$ cat config.mk
export PLATFORM = sky130hd
export DESIGN_NAME = gshare_bp
export DESIGN_NICKNAME = d
export VERILOG_FILES = /design/src/rtl/bp_pkg.sv /design/src/rtl/bp_btb.sv /design/src/rtl/gshare_bp.sv
export SDC_FILE = /design/constraint.sdc
export NUM_CORES = 2
export LEC_CHECK = 0
export BUFFER_PORTS_ARGS = -buffer_cell sky130_fd_sc_hd__buf_2
export CORE_ASPECT_RATIO = 2
export CORE_MARGIN = 2
export CORE_UTILIZATION = 62
export DETAILED_ROUTE_END_ITERATION = 10
export PLACE_DENSITY = 0.79
export SLEW_MARGIN = 20
export SYNTH_ARGS = -nofsm -noshare
export SYNTH_HDL_FRONTEND = slang
export SYNTH_HIERARCHICAL = 1
export SYNTH_SLANG_ARGS = --single-unit
$ cat constraint.sdc
create_clock -name clk -period 14.8 [get_ports clk]
set_input_delay 1.48 -clock clk [delete_from_list [all_inputs] [get_ports clk]]
set_output_delay 1.48 -clock clk [all_outputs]
set_load 0.005 [all_outputs]
$ cat src/rtl/bp_pkg.sv
// Shared types and helpers for the gshare branch predictor.
package bp_pkg;

  // 2-bit direction counter encodings
  localparam logic [1:0] SNT = 2'b00;
  localparam logic [1:0] WNT = 2'b01;
  localparam logic [1:0] WT  = 2'b10;
  localparam logic [1:0] ST  = 2'b11;

  // INIT walks the PHT after reset; RUN predicts and trains
  typedef enum logic {
    INIT,
    RUN
  } bp_state_e;

  // Saturating counter step toward the resolved direction
  function automatic logic [1:0] ctr_next(input logic [1:0] ctr, input logic taken);
    logic [1:0] nxt;
    nxt = ctr;
    case (ctr)
      SNT:     nxt = taken ? WNT : SNT;
      WNT:     nxt = taken ? WT  : SNT;
      WT:      nxt = taken ? ST  : WNT;
      ST:      nxt = taken ? ST  : WT;
      default: nxt = ctr;
    endcase
    return nxt;
  endfunction

endpackage

$ cat src/rtl/bp_btb.sv
// Direct-mapped branch target buffer: valid/tag/target per entry,
// one combinational read port, one synchronous write port, sync clear of valids.
module bp_btb #(
  parameter int IDX_WIDTH = 4,
  parameter int TAG_WIDTH = 8
) (
  input  logic                 clk,
  input  logic                 clear,
  input  logic [IDX_WIDTH-1:0] rd_idx,
  input  logic [TAG_WIDTH-1:0] rd_tag,
  output logic                 rd_hit,
  output logic [31:0]          rd_target,
  input  logic                 wr_en,
  input  logic [IDX_WIDTH-1:0] wr_idx,
  input  logic [TAG_WIDTH-1:0] wr_tag,
  input  logic [31:0]          wr_target
);

  localparam int DEPTH = 1 << IDX_WIDTH;

  logic [DEPTH-1:0]     valid;
  logic [TAG_WIDTH-1:0] tags    [DEPTH];
  logic [31:0]          targets [DEPTH];

  // Valid bits: cleared on reset, set when an entry is written
  always_ff @(posedge clk) begin
    if (clear) begin
      valid <= '0;
    end else if (wr_en) begin
      valid[wr_idx] <= 1'b1;
    end
  end

  // Tag and target storage
  // NOTE: the storage arrays have no reset; the valid bits alone decide
  // whether an entry means anything, so clearing them is sufficient.
  always_ff @(posedge clk) begin
    if (wr_en) begin
      tags[wr_idx]    <= wr_tag;
      targets[wr_idx] <= wr_target;
    end
  end

  // Combinational lookup
  always_comb begin
    rd_hit    = valid[rd_idx] && (tags[rd_idx] == rd_tag);
    rd_target = targets[rd_idx];
  end

endmodule

$ cat src/rtl/gshare_bp.sv
// Gshare direction predictor + BTB with speculative global history,
// misprediction repair and a post-reset PHT initialisation walk.
module gshare_bp
  import bp_pkg::*;
#(
  parameter int HIST_WIDTH    = 8,
  parameter int PHT_IDX_WIDTH = 8,
  parameter int BTB_IDX_WIDTH = 4,
  parameter int TAG_WIDTH     = 8
) (
  input  logic                  clk,
  input  logic                  reset,
  input  logic                  pred_valid,
  input  logic [31:0]           pred_pc,
  output logic                  pred_taken,
  output logic                  pred_hit,
  output logic [31:0]           pred_target,
  output logic [HIST_WIDTH-1:0] pred_hist,
  input  logic                  upd_valid,
  input  logic [31:0]           upd_pc,
  input  logic                  upd_taken,
  input  logic [31:0]           upd_target,
  input  logic [HIST_WIDTH-1:0] upd_hist,
  input  logic                  upd_mispred,
  output logic                  busy
);

  localparam int PHT_DEPTH = 1 << PHT_IDX_WIDTH;
  localparam int TAG_LSB   = BTB_IDX_WIDTH + 2;
  localparam int TAG_MSB   = BTB_IDX_WIDTH + TAG_WIDTH + 1;

  bp_state_e                state, state_next;
  logic [PHT_IDX_WIDTH-1:0] init_cnt;
  logic [HIST_WIDTH-1:0]    ghr;
  logic [1:0]               pht [PHT_DEPTH];

  logic                     run;
  logic                     upd_en;
  logic [PHT_IDX_WIDTH-1:0] pred_idx, upd_idx;
  logic                     btb_hit;
  logic [31:0]              btb_target;

  // Upper and lower PC bits that neither table indexes
  logic unused_upd_pc;
  assign unused_upd_pc = ^upd_pc;

  // gshare index: word-aligned PC bits XOR history placed in the LSBs
  function automatic logic [PHT_IDX_WIDTH-1:0] pht_index(input logic [31:0] pc,
                                                         input logic [HIST_WIDTH-1:0] hist);
    logic [PHT_IDX_WIDTH-1:0] hist_ext;
    hist_ext = '0;
    hist_ext[HIST_WIDTH-1:0] = hist;
    return pc[PHT_IDX_WIDTH+1:2] ^ hist_ext;
  endfunction

  assign pred_idx = pht_index(pred_pc, ghr);
  assign upd_idx  = pht_index(upd_pc, upd_hist);
  assign upd_en   = run && upd_valid && !reset;

  bp_btb #(
    .IDX_WIDTH (BTB_IDX_WIDTH),
    .TAG_WIDTH (TAG_WIDTH)
  ) u_btb (
    .clk       (clk),
    .clear     (reset),
    .rd_idx    (pred_pc[BTB_IDX_WIDTH+1:2]),
    .rd_tag    (pred_pc[TAG_MSB:TAG_LSB]),
    .rd_hit    (btb_hit),
    .rd_target (btb_target),
    .wr_en     (upd_en && upd_taken),
    .wr_idx    (upd_pc[BTB_IDX_WIDTH+1:2]),
    .wr_tag    (upd_pc[TAG_MSB:TAG_LSB]),
    .wr_target (upd_target)
  );

  // FSM state register
  // NOTE: every clocked block uses non-blocking assignments so all registers
  // sample pre-edge values and simulation matches the synthesised flops.
  always_ff @(posedge clk) begin
    if (reset) begin
      state <= INIT;
    end else begin
      state <= state_next;
    end
  end

  // FSM next state: leave INIT once the last PHT entry has been written
  always_comb begin
    // NOTE: default assignment first so no path leaves state_next unassigned,
    // which would infer a latch.
    state_next = state;
    case (state)
      INIT:    if (init_cnt == '1) state_next = RUN;
      RUN:     state_next = RUN;
      default: state_next = INIT;
    endcase
  end

  // FSM outputs
  always_comb begin
    busy = (state == INIT);
    run  = (state == RUN);
  end

  // Initialisation walk pointer
  always_ff @(posedge clk) begin
    if (reset) begin
      init_cnt <= '0;
    end else if (state == INIT) begin
      init_cnt <= init_cnt + PHT_IDX_WIDTH'(1);
    end
  end

  // PHT: weakly-taken fill during INIT, saturating training during RUN
  always_ff @(posedge clk) begin
    if (!reset) begin
      if (state == INIT) begin
        pht[init_cnt] <= WT;
      end else if (upd_en) begin
        pht[upd_idx] <= ctr_next(pht[upd_idx], upd_taken);
      end
    end
  end

  // Global history: repair on mispredict beats the speculative shift
  always_ff @(posedge clk) begin
    if (reset) begin
      ghr <= '0;
    end else if (upd_en && upd_mispred) begin
      ghr <= {upd_hist[HIST_WIDTH-2:0], upd_taken};
    end else if (run && pred_valid && pred_hit) begin
      ghr <= {ghr[HIST_WIDTH-2:0], pred_taken};
    end
  end

  // Prediction outputs, combinational from pred_pc and current state
  always_comb begin
    pred_hit    = run && btb_hit;
    pred_taken  = pred_hit && pht[pred_idx][1];
    pred_target = pred_taken ? btb_target : pred_pc + 32'd4;
    pred_hist   = ghr;
  end

endmodule

; Word level (Yosys, flattened, before mapping)
; Memories as Yosys holds them, arrays and structs flattened.
; Cells that the tools add are included.
[classes]
n_addsub = 2
order_cmp = 3
n_eq_ne = 5
muxes = 29
bitwise_logic = 4
n_reduce_logical = 14
[op_table]
columns = operator, n
row1 = $add A32 B3 Y32 const B, 1
row2 = $mux W32, 1
row3 = $mux W8, 3
row4 = $or A16 B16 Y16, 1
row5 = $xor A8 B8 Y8, 2
row6 = $mux W1, 15
row7 = $mux W2, 6
row8 = $logic_and A1 B1 Y1, 10
row9 = $lt A4 B5 Y1 const B, 2
row10 = $add A8 B1 Y8 const B, 1
row11 = $eq A8 B8 Y1, 1
row12 = $eq A8 B8 Y1 const B, 1
row13 = $pmux W2 S4, 1
row14 = $bmux W1 S4, 1
row15 = $demux W1 S4, 1
row16 = $eq A2 B2 Y1 const B, 2
row17 = $ge A4 B1 Y1 const B, 1
row18 = $eq A2 B1 Y1 const B, 1
row19 = $logic_not A2 Y1, 1
row20 = $pmux W1 S2, 1
row21 = $reduce_bool A2 Y1, 1
row22 = $reduce_or A2 Y1, 1
row23 = $logic_not A1 Y1, 1
row24 = $not A1 Y1, 1
[word_totals]
reg_bits = 33
ram_bits = 1152
in_bits = 110
out_inout_bits = 43
mem_count = 3
[mem_list]
columns = memory, words, width, read_ports, rd_clocked_by_memory_dff, write_ports, line_no
row1 = pht, 256, 2, 2, 0, 1, gshare_bp.sv:35  ; logic [1:0] pht [PHT_DEPTH];
row2 = u_btb.targets, 16, 32, 1, 0, 1, bp_btb.sv:23  ; logic [31:0] targets [DEPTH];
row3 = u_btb.tags, 16, 8, 1, 0, 1, bp_btb.sv:22  ; logic [TAG_WIDTH-1:0] tags [DEPTH];

; Depth between registers and ports, before layout
[depth]
ltp_word = 8
mapped_depth = 15
depth_no_buf = 11

; Cells and area by module
; The synthesis kept the hierarchy.
[by_module_without_submodules]
columns = mod, n_inst, cells_per_inst, area_per_inst_um2
row1 = gshare_bp, 1, 1720, 25192.9
row2 = bp_btb, 1, 1009, 24815.0

; Least setup slack after synthesis
; No wires, ideal clock.
[synth_timing]
path_type = input to register
from = input port upd_hist[1]
to = memory pht[0][1] (data pin)
arrival_time_ns = 10.596
t_required_ns = 13.072
setup_slack_ns = 2.476
path_stages = 12
path_buffers = 3
path_cell_list = xor2_2 > buf_4 > buf_4 > buf_4 > nand2_1 > a311oi_1 > a22oi_1 > o2111ai_1 > o211ai_1 > nor4_1 > nor3b_1 > a31oi_1
[synth_via]
elab_chain_cells = 8
elab_cells_between_ends = 11
[synth_rtl]
columns = element, line_no
row1 = "start, declared", gshare_bp.sv:23  ; input logic [HIST_WIDTH-1:0] upd_hist,
row2 = $xor A8 B8 Y8 *, gshare_bp.sv:53  ; return pc[PHT_IDX_WIDTH+1:2] ^ hist_ext;
row3 = $mem_v2 Z256 W2 *, --
row4 = "$eq A2 B2 Y1, or another cell as far along", bp_pkg.sv:20  ; case (ctr)
row5 = $pmux W2 S4 *, bp_pkg.sv:20
row6 = $mux W2 *, gshare_bp.sv:119  ; end else if (upd_en) begin
row7 = $mux W2 *, gshare_bp.sv:117  ; if (state == INIT) begin
row8 = $mux W2 *, gshare_bp.sv:116  ; if (!reset) begin
row9 = $mux W2 (no source line) *, --
row10 = "end, declared", gshare_bp.sv:35
; Every way passes the cells marked *; elsewhere a longest branch is shown, timed or not. The select of a mux whose other input is x is not followed.

; Final worst setup path
[layout_timing]
from = input port pred_pc[3]
to = output port pred_target[0]
[layout_via]
elab_chain_cells = 6
elab_cells_between_ends = 11
[layout_rtl]
columns = element, line_no
row1 = "start, declared", gshare_bp.sv:14  ; input logic [31:0] pred_pc,
row2 = branches (longest 5 deep; another with $mem_v2 Z256 W2), --
row3 = $mux W32 *, gshare_bp.sv:140  ; pred_target = pred_taken ? btb_target : pred_pc + 32'd4;
row4 = "end, declared", gshare_bp.sv:17  ; output logic [31:0] pred_target,
; Mark *: on every way between the ends. The select of a mux whose other input is x is not followed.

==> impl_metrics.toml <==
[grt]
gr-total-overflow = 0
grt_max_degree = 124
antenna_found_initial = 10
grt_usage_pct = 34.16
grt_pass1_wl_mm = 197.1
grt_pass1_vias = 29100

[logic_synthesis]
ys_top_cells_by_area = "edfxtp_1 69%, mux4_2 16%, nor2_1 2.8%"
syn_area_sq_um = 50010
yosysUniqueCellTypes = 66
synth_nets = 2841
synthArstFlopShare_pct = 0
yosysWarnings = 6
synth-main-ff-cell = "edfxtp_1"
yosysSeqAreaShare_pct = 70.50
syn_avg_cell_area_sq_um = 18.32
ys_seq_elements = 1185
syn_inst = 2729
synth_top_area_cell = "edfxtp_1"
synth_edf_count = 1152
synthDominantCellAreaShare_pct = 69.18

[detailed_routing]
via_count = 28400
drtAntennaViolNets = 0
detail_route.first_pass.iterations = 5
drtIter0Drc = 3541
wl_per_cell_microns = 34.60
finalWirelength_mm = 138.8
via_per_inst = 7.078
drc = 0

[sta]
hold_viol = 0
fmax_mhz = 124.6
worst_pin_slew_ps = 1253
finalCritPeriodShare_pct = 54.22
fin_skew_ps = 25.57
fin_setup_tns_ps = 0
final_max_slew_viol_count = 0
setup_violations = 0
slew_headroom_pct = 15.70
final.min_clock_period_ps = 8024
rsz0062_at_grt = "false"

[floorplan]
fp-row-count = 147
die_w_microns = 204.8
coreArea_sq_um = 80010
io_pins = 153
die_h_microns = 405.6
die-area_sq_um = 83080
start_util_pct = 62.50

[cells_and_area]
drive_gt1_share_pct = 26.52
mostFrequentLayoutCells = "1152 x edfxtp_1, 360 x mux4_2, 350 x nor2_1, 185 x nand2_1, 129 x buf_2"
fillers = 4950
area_delta_synth_final_pct = 10.66
nets = 2994
final_area_sq_um = 55340
final_common_cell = "edfxtp_1"

[pwr]
power.leakage_nw = 18.30
p_switching_w = 0.001452
comb_power_share_pct = 6.6
p_clk_share_pct = 39.5
cellPowerDensity_nw_per_um2 = 122.4
vdd_ir_drop_max_uv = 109.7
netSwitchingFraction_pct = 21.43
seq_power_share_pct = 53.9
intPower_w = 0.005324

[setup_path]
startpoint_type = "input port"
path_class = "input port to output port"
r2r_setup_slack_ps = 9670
crit_required_ps = 13320
crit_arrival_ps = 6540
setup.worst_path.end_class = "output port"
cp_max_fo = 57

[clocking]
cts_buffers = 95
clock_sinks = 1185
cts_buffer_depth = 3
root_buffer = "clkbuf_16"
cts_tree = "yes"
ctsResizeCount = 0
cts_max_level = 3
holdBufCountCts = 0
worstSkewPairLatency_ps = 690
clk_pin_slew_ps = 70
postCtsSetupRepairBufs = 0

[place]
routabilityCongestion = 0.9973
port_buffers = 132
placed_cell_area_sq_um = 52010
dp_hpwl_mm = 83.35

[min_path]
hold_class = "register to register"

[status]
run_status = "complete, no violations"

[run]
drv_cap = 0
[kinds of logic after synthesis]
kind of cell | count (synthesis) | share of synthesized area, %
AO/OA/AOI/OAI | 145 | 2.037
flip-flops | 1185 | 70.50
adder cells (fa/ha/maj) | 3 | 0.07005
XOR/XNOR | 75 | 1.381
multiplexers | 439 | 18.22
AND/OR/NAND/NOR | 717 | 6.065
buffers and inverters | 165 | 1.729
[power by group through the flow]
stage          sequential, W  combinational [W]  clock, W
6_report             0.00365           0.000444   0.00268
5_1_grt              0.00365           0.000460   0.00279
4_1_cts              0.00365           0.000436   0.00270
3_5_place_dp         0.00373           0.000431         0
3_3_place_gp         0.00373           0.000423         0
2_1_floorplan        0.00373           0.000265         0
[final timing paths]
| check | cells after the start | end | start |
|---|---|---|---|
| setup reg to reg | 9 | pht[2][0] | pht[28][0] |
| hold reg to reg | 2 | u_btb/valid[14] | u_btb/valid[14] |
| setup / recovery | 13 | pred_target[0] | pred_pc[3] |
| hold / removal | 2 | u_btb/valid[14] | u_btb/valid[14] |
[cell type report]
cell class	instances	area, sq um	area share, %
inverters	9	33.78	0.06104
diodes	10	25.02	0.04522
repair buffers	212	1304	2.356
multi-input cells	1379	14150	25.57
clock buffers	116	2509	4.533
well taps	1043	1305	2.358
clock inverters	59	758.2	1.370
flip-flops and latches	1185	35250	63.70
[synth_stat cells (6+ instances only)]
cell,count
a211oi_1,9
a21oi_1,29
a22oi_1,29
a31oi_1,16
a32oi_1,9
and3_1,12
buf_1,6
buf_2,41
buf_4,12
buf_6,9
clkbuf_1,83
dfxtp_1,33
edfxtp_1,1152
inv_1,8
mux2_4,28
mux2i_1,40
mux4_2,360
nand2_1,185
nand3_1,69
nand3b_1,9
nand4_1,24
nor2_1,367
nor3_1,12
nor4_1,14
o211ai_1,7
o21ai_0,10
o22ai_1,9
xnor2_1,37
xor2_1,35
[stage by stage]
step	cells	total power [W]	hold slack, ps	util, %	setup WS [ps]
3_3_place_gp	3827	0.004149	443.5	65.01	6893
5_1_grt	4003	0.006904	512.7	69.14	6662
2_1_floorplan	2729	0.003992	434.8	-	2476
4_1_cts	4002	0.006790	474.1	69.09	6867
6_report	4013	0.006776	473.0	69.17	6776
3_5_place_dp	3827	0.004158	457.9	65.01	6641
[sequential cells by signal (all words and copies together), names as in the netlist]
register,count
u_btb/valid,16
pred_hist,8
u_btb/targets,512
init_cnt,8
u_btb/tags,128
pht,512
run,1
[worst max-delay path: stages]
cell,delay [ps]
buf_6,460
xor2_4,480
buf_4,820
mux4_2,400
nand2_1,60
a2111oi_0,1010
nor4_1,130
nand4_1,170
o311ai_2,130
nand2_2,120
buf_4,530
mux2_1,390
buf_2,130
[routing by layer]
| metal | global-route usage (%) | wire length, microns |
|---|---|---|
| met3 | 6.637 | 13100 |
| met2 | 58.98 | 72030 |
| met1 | 37.88 | 42210 |
| met5 | 0 | 74 |
| met4 | 23.74 | 11430 |
No activity file was read; power rests on OpenSTA's default activity.
